[src/rtl/ifu_fetch_if.sv]
// Fetch-stage bus bundle: instruction-memory request/response, core redirect, and instruction output.
interface ifu_fetch_if;
    logic        imem_req_valid;
    logic        imem_req_ready;
    logic [31:0] imem_req_addr;
    logic        imem_rsp_valid;
    logic [31:0] imem_rsp_data;
    logic        imem_rsp_err;
    logic        redirect_valid;
    logic [31:0] redirect_pc;
    logic        inst_valid;
    logic        inst_ready;
    logic [31:0] inst_pc;
    logic [31:0] inst;
    logic        inst_err;

    // Fetch unit side
    modport master (
        output imem_req_valid, imem_req_addr,
        output inst_valid, inst_pc, inst, inst_err,
        input  imem_req_ready, imem_rsp_valid, imem_rsp_data, imem_rsp_err,
        input  redirect_valid, redirect_pc, inst_ready
    );

    // Memory / core side
    modport slave (
        input  imem_req_valid, imem_req_addr,
        input  inst_valid, inst_pc, inst, inst_err,
        output imem_req_ready, imem_rsp_valid, imem_rsp_data, imem_rsp_err,
        output redirect_valid, redirect_pc, inst_ready
    );
endinterface

[src/rtl/ifu_fetch.sv]
// Instruction fetch stage: owns the fetch PC, keeps at most DEPTH words in flight or buffered,
// matches in-order memory responses to their addresses and flushes stale fetches on redirect.
module ifu_fetch #(
    parameter logic [31:0] RESET_PC = 32'h8000_0000,
    parameter int unsigned DEPTH    = 2
) (
    input  logic         clk,
    input  logic         reset,
    ifu_fetch_if.master  bus
);
    localparam int unsigned CW = $clog2(DEPTH + 1);
    localparam int unsigned PW = $clog2(DEPTH);

    typedef struct packed {
        logic [31:0] pc;
        logic [31:0] data;
        logic        err;
    } entry_t;

    logic [31:0]   fpc;
    logic [31:0]   pend_mem [DEPTH];
    logic [PW-1:0] pend_wp;
    logic [PW-1:0] pend_rp;
    logic [CW-1:0] pend_cnt;
    entry_t        out_mem [DEPTH];
    logic [PW-1:0] out_wp;
    logic [PW-1:0] out_rp;
    logic [CW-1:0] out_cnt;
    logic [CW-1:0] drop_cnt;

    logic          inst_valid_c;
    logic          pop;
    logic [CW:0]   used;
    logic          req_valid_c;
    logic          req_fire;
    logic          rsp_fire;
    logic          keep;
    logic          redirect;

    function automatic logic [PW-1:0] ptr_inc(input logic [PW-1:0] p);
        return (32'(p) == DEPTH - 1) ? '0 : p + PW'(1);
    endfunction

    // Handshake and credit decode; a pop frees a credit in the same cycle
    always_comb begin
        inst_valid_c = reset & (out_cnt != '0);
        pop          = inst_valid_c & bus.inst_ready;
        used         = (CW+1)'(pend_cnt) + (CW+1)'(out_cnt) - (CW+1)'(pop);
        req_valid_c  = reset & (used < (CW+1)'(DEPTH));
        req_fire     = req_valid_c & bus.imem_req_ready;
        rsp_fire     = reset & bus.imem_rsp_valid;
        redirect     = bus.redirect_valid;
        keep         = rsp_fire & ~redirect & (drop_cnt == '0);
    end

    assign bus.imem_req_valid = req_valid_c;
    assign bus.imem_req_addr  = fpc;
    assign bus.inst_valid     = inst_valid_c;
    assign bus.inst_pc        = out_mem[out_rp].pc;
    assign bus.inst           = out_mem[out_rp].data;
    assign bus.inst_err       = out_mem[out_rp].err;

    // Control state: fetch PC, FIFO pointers and counters; redirect overrides everything
    always_ff @(posedge clk) begin
        if (!reset) begin
            fpc      <= RESET_PC;
            pend_wp  <= '0;
            pend_rp  <= '0;
            pend_cnt <= '0;
            out_wp   <= '0;
            out_rp   <= '0;
            out_cnt  <= '0;
            drop_cnt <= '0;
        end else begin
            if (redirect)
                fpc <= {bus.redirect_pc[31:2], 2'b00};
            else if (req_fire)
                fpc <= fpc + 32'd4;

            if (req_fire) pend_wp <= ptr_inc(pend_wp);
            if (rsp_fire) pend_rp <= ptr_inc(pend_rp);
            pend_cnt <= pend_cnt + CW'(req_fire) - CW'(rsp_fire);

            // Everything still outstanding after this edge is stale on redirect
            if (redirect)
                drop_cnt <= pend_cnt + CW'(req_fire) - CW'(rsp_fire);
            else if (rsp_fire && drop_cnt != '0)
                drop_cnt <= drop_cnt - CW'(1);

            if (redirect) begin
                out_wp  <= '0;
                out_rp  <= '0;
                out_cnt <= '0;
            end else begin
                if (keep) out_wp <= ptr_inc(out_wp);
                if (pop)  out_rp <= ptr_inc(out_rp);
                out_cnt <= out_cnt + CW'(keep) - CW'(pop);
            end
        end
    end

    // FIFO storage; contents need no reset since counters gate visibility
    always_ff @(posedge clk) begin
        if (req_fire)
            pend_mem[pend_wp] <= fpc;
        if (keep)
            out_mem[out_wp] <= '{pc: pend_mem[pend_rp], data: bus.imem_rsp_data, err: bus.imem_rsp_err};
    end

    // A response must always have a matching pending request
    always_ff @(posedge clk) begin
        if (reset && bus.imem_rsp_valid)
            assert (pend_cnt != '0);
    end
endmodule

[src/flat_wrapper.sv]
// flat-port wrapper written by rule: the top's interface ports become plain ports
module ifu_fetch_flat 
#(
    parameter logic [31:0] RESET_PC = 32'h8000_0000,
    parameter int unsigned DEPTH    = 2
)
  (clk, reset, bus_imem_req_valid, bus_imem_req_addr, bus_inst_valid, bus_inst_pc, bus_inst, bus_inst_err, bus_imem_req_ready, bus_imem_rsp_valid, bus_imem_rsp_data, bus_imem_rsp_err, bus_redirect_valid, bus_redirect_pc, bus_inst_ready);
  ifu_fetch_if bus_i ();
  input  logic clk;
  input  logic reset;
  output wire logic [$bits(bus_i.imem_req_valid)-1:0] bus_imem_req_valid;
  output wire logic [$bits(bus_i.imem_req_addr)-1:0] bus_imem_req_addr;
  output wire logic [$bits(bus_i.inst_valid)-1:0] bus_inst_valid;
  output wire logic [$bits(bus_i.inst_pc)-1:0] bus_inst_pc;
  output wire logic [$bits(bus_i.inst)-1:0] bus_inst;
  output wire logic [$bits(bus_i.inst_err)-1:0] bus_inst_err;
  input wire logic [$bits(bus_i.imem_req_ready)-1:0] bus_imem_req_ready;
  input wire logic [$bits(bus_i.imem_rsp_valid)-1:0] bus_imem_rsp_valid;
  input wire logic [$bits(bus_i.imem_rsp_data)-1:0] bus_imem_rsp_data;
  input wire logic [$bits(bus_i.imem_rsp_err)-1:0] bus_imem_rsp_err;
  input wire logic [$bits(bus_i.redirect_valid)-1:0] bus_redirect_valid;
  input wire logic [$bits(bus_i.redirect_pc)-1:0] bus_redirect_pc;
  input wire logic [$bits(bus_i.inst_ready)-1:0] bus_inst_ready;
  assign bus_imem_req_valid = bus_i.imem_req_valid;
  assign bus_imem_req_addr = bus_i.imem_req_addr;
  assign bus_inst_valid = bus_i.inst_valid;
  assign bus_inst_pc = bus_i.inst_pc;
  assign bus_inst = bus_i.inst;
  assign bus_inst_err = bus_i.inst_err;
  assign bus_i.imem_req_ready = bus_imem_req_ready;
  assign bus_i.imem_rsp_valid = bus_imem_rsp_valid;
  assign bus_i.imem_rsp_data = bus_imem_rsp_data;
  assign bus_i.imem_rsp_err = bus_imem_rsp_err;
  assign bus_i.redirect_valid = bus_redirect_valid;
  assign bus_i.redirect_pc = bus_redirect_pc;
  assign bus_i.inst_ready = bus_inst_ready;
  ifu_fetch #(.RESET_PC(RESET_PC), .DEPTH(DEPTH)) u_core (.clk(clk), .reset(reset), .bus(bus_i));
endmodule
[config.mk]
export PLATFORM = sky130hd
export DESIGN_NAME = ifu_fetch_flat
export DESIGN_NICKNAME = d
export VERILOG_FILES = /design/src/rtl/ifu_fetch_if.sv /design/src/rtl/ifu_fetch.sv /design/src/flat_wrapper.sv
export SDC_FILE = /design/constraint.sdc
export NUM_CORES = 1
export LEC_CHECK = 0
export ABC_AREA = 1
export BUFFER_PORTS_ARGS = -buffer_cell sky130_fd_sc_hd__buf_4
export CORE_ASPECT_RATIO = 2
export CORE_MARGIN = 8
export CORE_UTILIZATION = 31
export CTS_BUF_LIST = sky130_fd_sc_hd__clkbuf_16
export CTS_CLUSTER_SIZE = 12
export DETAILED_ROUTE_END_ITERATION = 10
export GPL_ROUTABILITY_DRIVEN = 0
export GPL_TIMING_DRIVEN = 0
export PLACE_DENSITY = 0.59
export SKIP_LAST_GASP = 1
export SLEW_MARGIN = 20
export SYNTH_ARGS = -nofsm -noshare
export SYNTH_HDL_FRONTEND = slang
export SYNTH_SLANG_ARGS = --single-unit
[constraint.sdc]
create_clock -name clk -period 4.35 [get_ports clk]
set_input_delay 0.6525 -clock clk [delete_from_list [all_inputs] [get_ports clk]]
set_output_delay 0.6525 -clock clk [all_outputs]
set_load 0.05 [all_outputs]
==> metrics.cfg <==
[critical_path]
cp_max_fo=2
worstSetupEndpointType=output pin
crit_path_start_kind=register
crit_type=register to output pin
cp_slowest_stage_delay_ns=0.50
required_ns=3.70
cpMostUsedCell=inv_1
slowest_stage=fa_1
worstPathArrival_ns=2.91
cp_cell_sequence=inv_1 > a21oi_1 > nand2_1 > inv_1 > ha_1 > or2_2 > fa_1 > nand2_2 > clkinv_2 > nand3_1 > inv_1 > buf_4

[placed_design]
placed_area_um2=11500
dp_slack_ns=0.450
io_buffers=162
dp_cells=1296
dp_hpwl_um=17200

[yosys]
synth_compound_area_share_pct=3.35
synth_xor_area_share_pct=1.00
yosys.area_share.simple_pct=12.4
synth_top_family_by_area=simple AND/OR/NAND/NOR gates
yosys_register_bits=228
seq_area_frac_synth_pct=67.0
synthAdderAreaFrac_pct=1.12
avgSynthCellArea_um2=12.7
synth_cells=753
yosysUniqueCellTypes=37
yosysWarnings=0
synth_mux_area_share_pct=10.9
syn_area_um2=9590

[cts]
clkLatencyLatePin_ns=0.51
cts-buffers-inserted=24
cts_sinks=228
clkTransAtPathRegs_ns=0.06
htree_levels=1
cts-root-buf=clkbuf_16
cts_tree=yes
cts_resized=0
post_cts_buffers=0
clockBufferDepth=3
cts_hold_buf=0

[power_and_ir_drop]
p_sw_share_pct=24.8
comb_power_share_pct=12.4
p_int_w=0.00379
pwr-share-clk_pct=37.2
ir_worst_vdd_mv=0.377
pwr-share-seq_pct=50.4
power_density_nw_per_um2=414
p_leak_nw=4.53
total_power_w=0.00504
switchingPower_w=0.00125

[timing]
drv_slew=0
setup_viol=0
clock_skew_ns=0.0101
worst_slack_ns=0.785
min_period_ns=3.56
max_slew.worst_pin.slew_ns=0.945
hold_viol_final=0
fmax_mhz=281
slew_headroom_pct=36.8
rsz0062_at_grt=false
period_share_pct=82.0

[floorplan]
die_y_um=265
core_area_um2=30600
die_w_um=140
pin_count=170
dieArea_um2=37200
rows=91
start_util_pct=31.3

[route]
first_pass_iters=7
drc=0
wirelength_um=23500
via_per_inst=4.64
ant_nets=0
wl_per_cell_um=17.5
drt_first_iter_violations=349
via_count=6209

[global_route]
grt_pass1_vias=6553
grt_overflow=0
grt_pass1_wl_um=36800
grtUsageTotal_pct=12.5
grt_antenna_before_repair=0
grt_start_max_net_pins=32

[finish]
area_growth_pct=27.1
drive_gt1_share_pct=35.8
stdcell_area_um2=12200
fin_util_pct=39.8
nets=1029
antenna_cells=0
instances_no_fill=1339

[hold_path]
hp-class=primary input to register

[flow_run]
max-cap-violations=0

[outcome]
status=finished clean

## cell type report
class	count	area, um2
Sequential cell	228	6430
Timing Repair Buffer	168	1370
Clock buffer	25	626
Tap cell	372	465
Fill cell	2888	18400
Buffer	24	148
Inverter	66	249
Multi-Input combinational cell	438	2800
Clock inverter	18	98.8
## cell families after synthesis
group / after synthesis
simple gates: 261
buf+inv: 90
mux: 93
other cells: 1
flops: 228
xor+xnor: 11
compound gates: 61
fa+ha+maj: 8
## stage by stage
| stage | hold WS, ns | TNS (ns) |
|---|---|---|
| after floorplan | 0.472 | 0 |
| after global placement | 0.486 | -42.46 |
| after detailed placement | 0.493 | 0 |
| after CTS | 0.303 | 0 |
| after global routing | 0.303 | 0 |
| final | 0.331 | 0 |
## registers in the layout, summed over array words and instances (netlist names), named ones only
name / cells
u_core.out_rp: 1
u_core.out_wp: 1
u_core.pend_mem: 60
u_core.pend_rp: 1
u_core.out_cnt: 2
u_core.pend_cnt: 2
u_core.pend_wp: 1
u_core.bus.imem_req_addr: 30
u_core.out_mem: 126
u_core.drop_cnt: 2
## layout by cell type, fill, tap and decap left out, types with 5 or more instances in the layout
cell type  instances
clkinv_2           5
a21oi_1           24
nand3_1           30
edfxtp_1         186
o21ai_0           25
clkbuf_16         25
nor2_2             5
a31oi_1            8
dfxtp_1           42
mux2_2            93
buf_2              7
nor2_4            12
inv_1             71
xnor2_1            6
nor2_1            57
nand2_1          133
nand2_2            7
clkbuf_1           8
xor2_1             5
ha_1               7
buf_4            167
## path summary, 6_finish.rpt
kind | startpoint | endpoint | slack, ns | depth (start not counted)
worst max-delay path | u_core.out_cnt[1] | bus_imem_req_valid | 0.79 | 12
worst min register to register | u_core.out_rp | u_core.out_rp | 0.51 | 2
worst min-delay path | bus_imem_rsp_data[30] | u_core.out_mem[1][31] | 0.33 | 1
worst max register to register | u_core.out_cnt[1] | u_core.pend_mem[1][22] | 0.91 | 11
## worst max-delay path, delay by kind of cell, from the launching register on
| kind | cells | cell delay [ns] |
|---|---|---|
| fa+ha+maj | 2 | 0.73 |
| flops | 1 | 0.34 |
| compound gates | 1 | 0.21 |
| buf+inv | 5 | 0.51 |
| simple gates | 4 | 0.62 |
## power by group through the flow
stage	Sequential (W)	Clock (W)	Combinational, W
6_report	0.00254	0.00187	0.000627
5_1_grt	0.00255	0.00202	0.000680
3_3_place_gp	0.00259	0	0.000608
2_1_floorplan	0.00263	0	0.000349
4_1_cts	0.00254	0.00194	0.000635
3_5_place_dp	0.00259	0	0.000630
## cell usage after synthesis
cell | n | area, um2
a21oi_1 | 24 | 120
fa_1 | 1 | 20.0
conb_1 | 1 | 3.75
nor2_2 | 6 | 37.5
a31oi_1 | 8 | 50.1
nand3b_1 | 1 | 7.51
nand4_4 | 1 | 21.3
inv_1 | 60 | 225
nand2_1 | 133 | 499
nand3_1 | 30 | 150
edfxtp_1 | 186 | 5590
buf_4 | 5 | 37.5
xor2_1 | 5 | 43.8
inv_2 | 4 | 15.0
dfxtp_1 | 42 | 841
ha_1 | 7 | 87.6
clkinv_1 | 1 | 3.75
nor2_1 | 60 | 225
nand2_4 | 1 | 11.3
o211ai_1 | 1 | 7.51
nand3_4 | 1 | 17.5
nor3_2 | 1 | 10.0
buf_2 | 7 | 35.0
nand4_1 | 4 | 25.0
nand2_2 | 7 | 43.8
buf_6 | 4 | 45.0
xnor2_1 | 6 | 52.6
o21ai_0 | 25 | 125
clkbuf_1 | 8 | 30.0
nor3_1 | 3 | 15.0
mux2_2 | 93 | 1050
nand3_2 | 1 | 10.0
nor2_4 | 8 | 90.1
a21oi_2 | 1 | 8.76
clkinv_2 | 1 | 5.00
o21ai_1 | 2 | 10.0
or2_2 | 4 | 25.0
## per-layer routing
metal	routed length, um	vias to the layer above	GRT usage (%)	share of wire [%]
li1	-	3012	-	-
met1	9800	2912	15.4	42
met2	10900	255	20.6	47
met3	2270	30	3.87	9.7
met4	461	0	3.69	2.0
met5	0	-	0	0
Note: power is estimated with default switching activity, not from simulation.
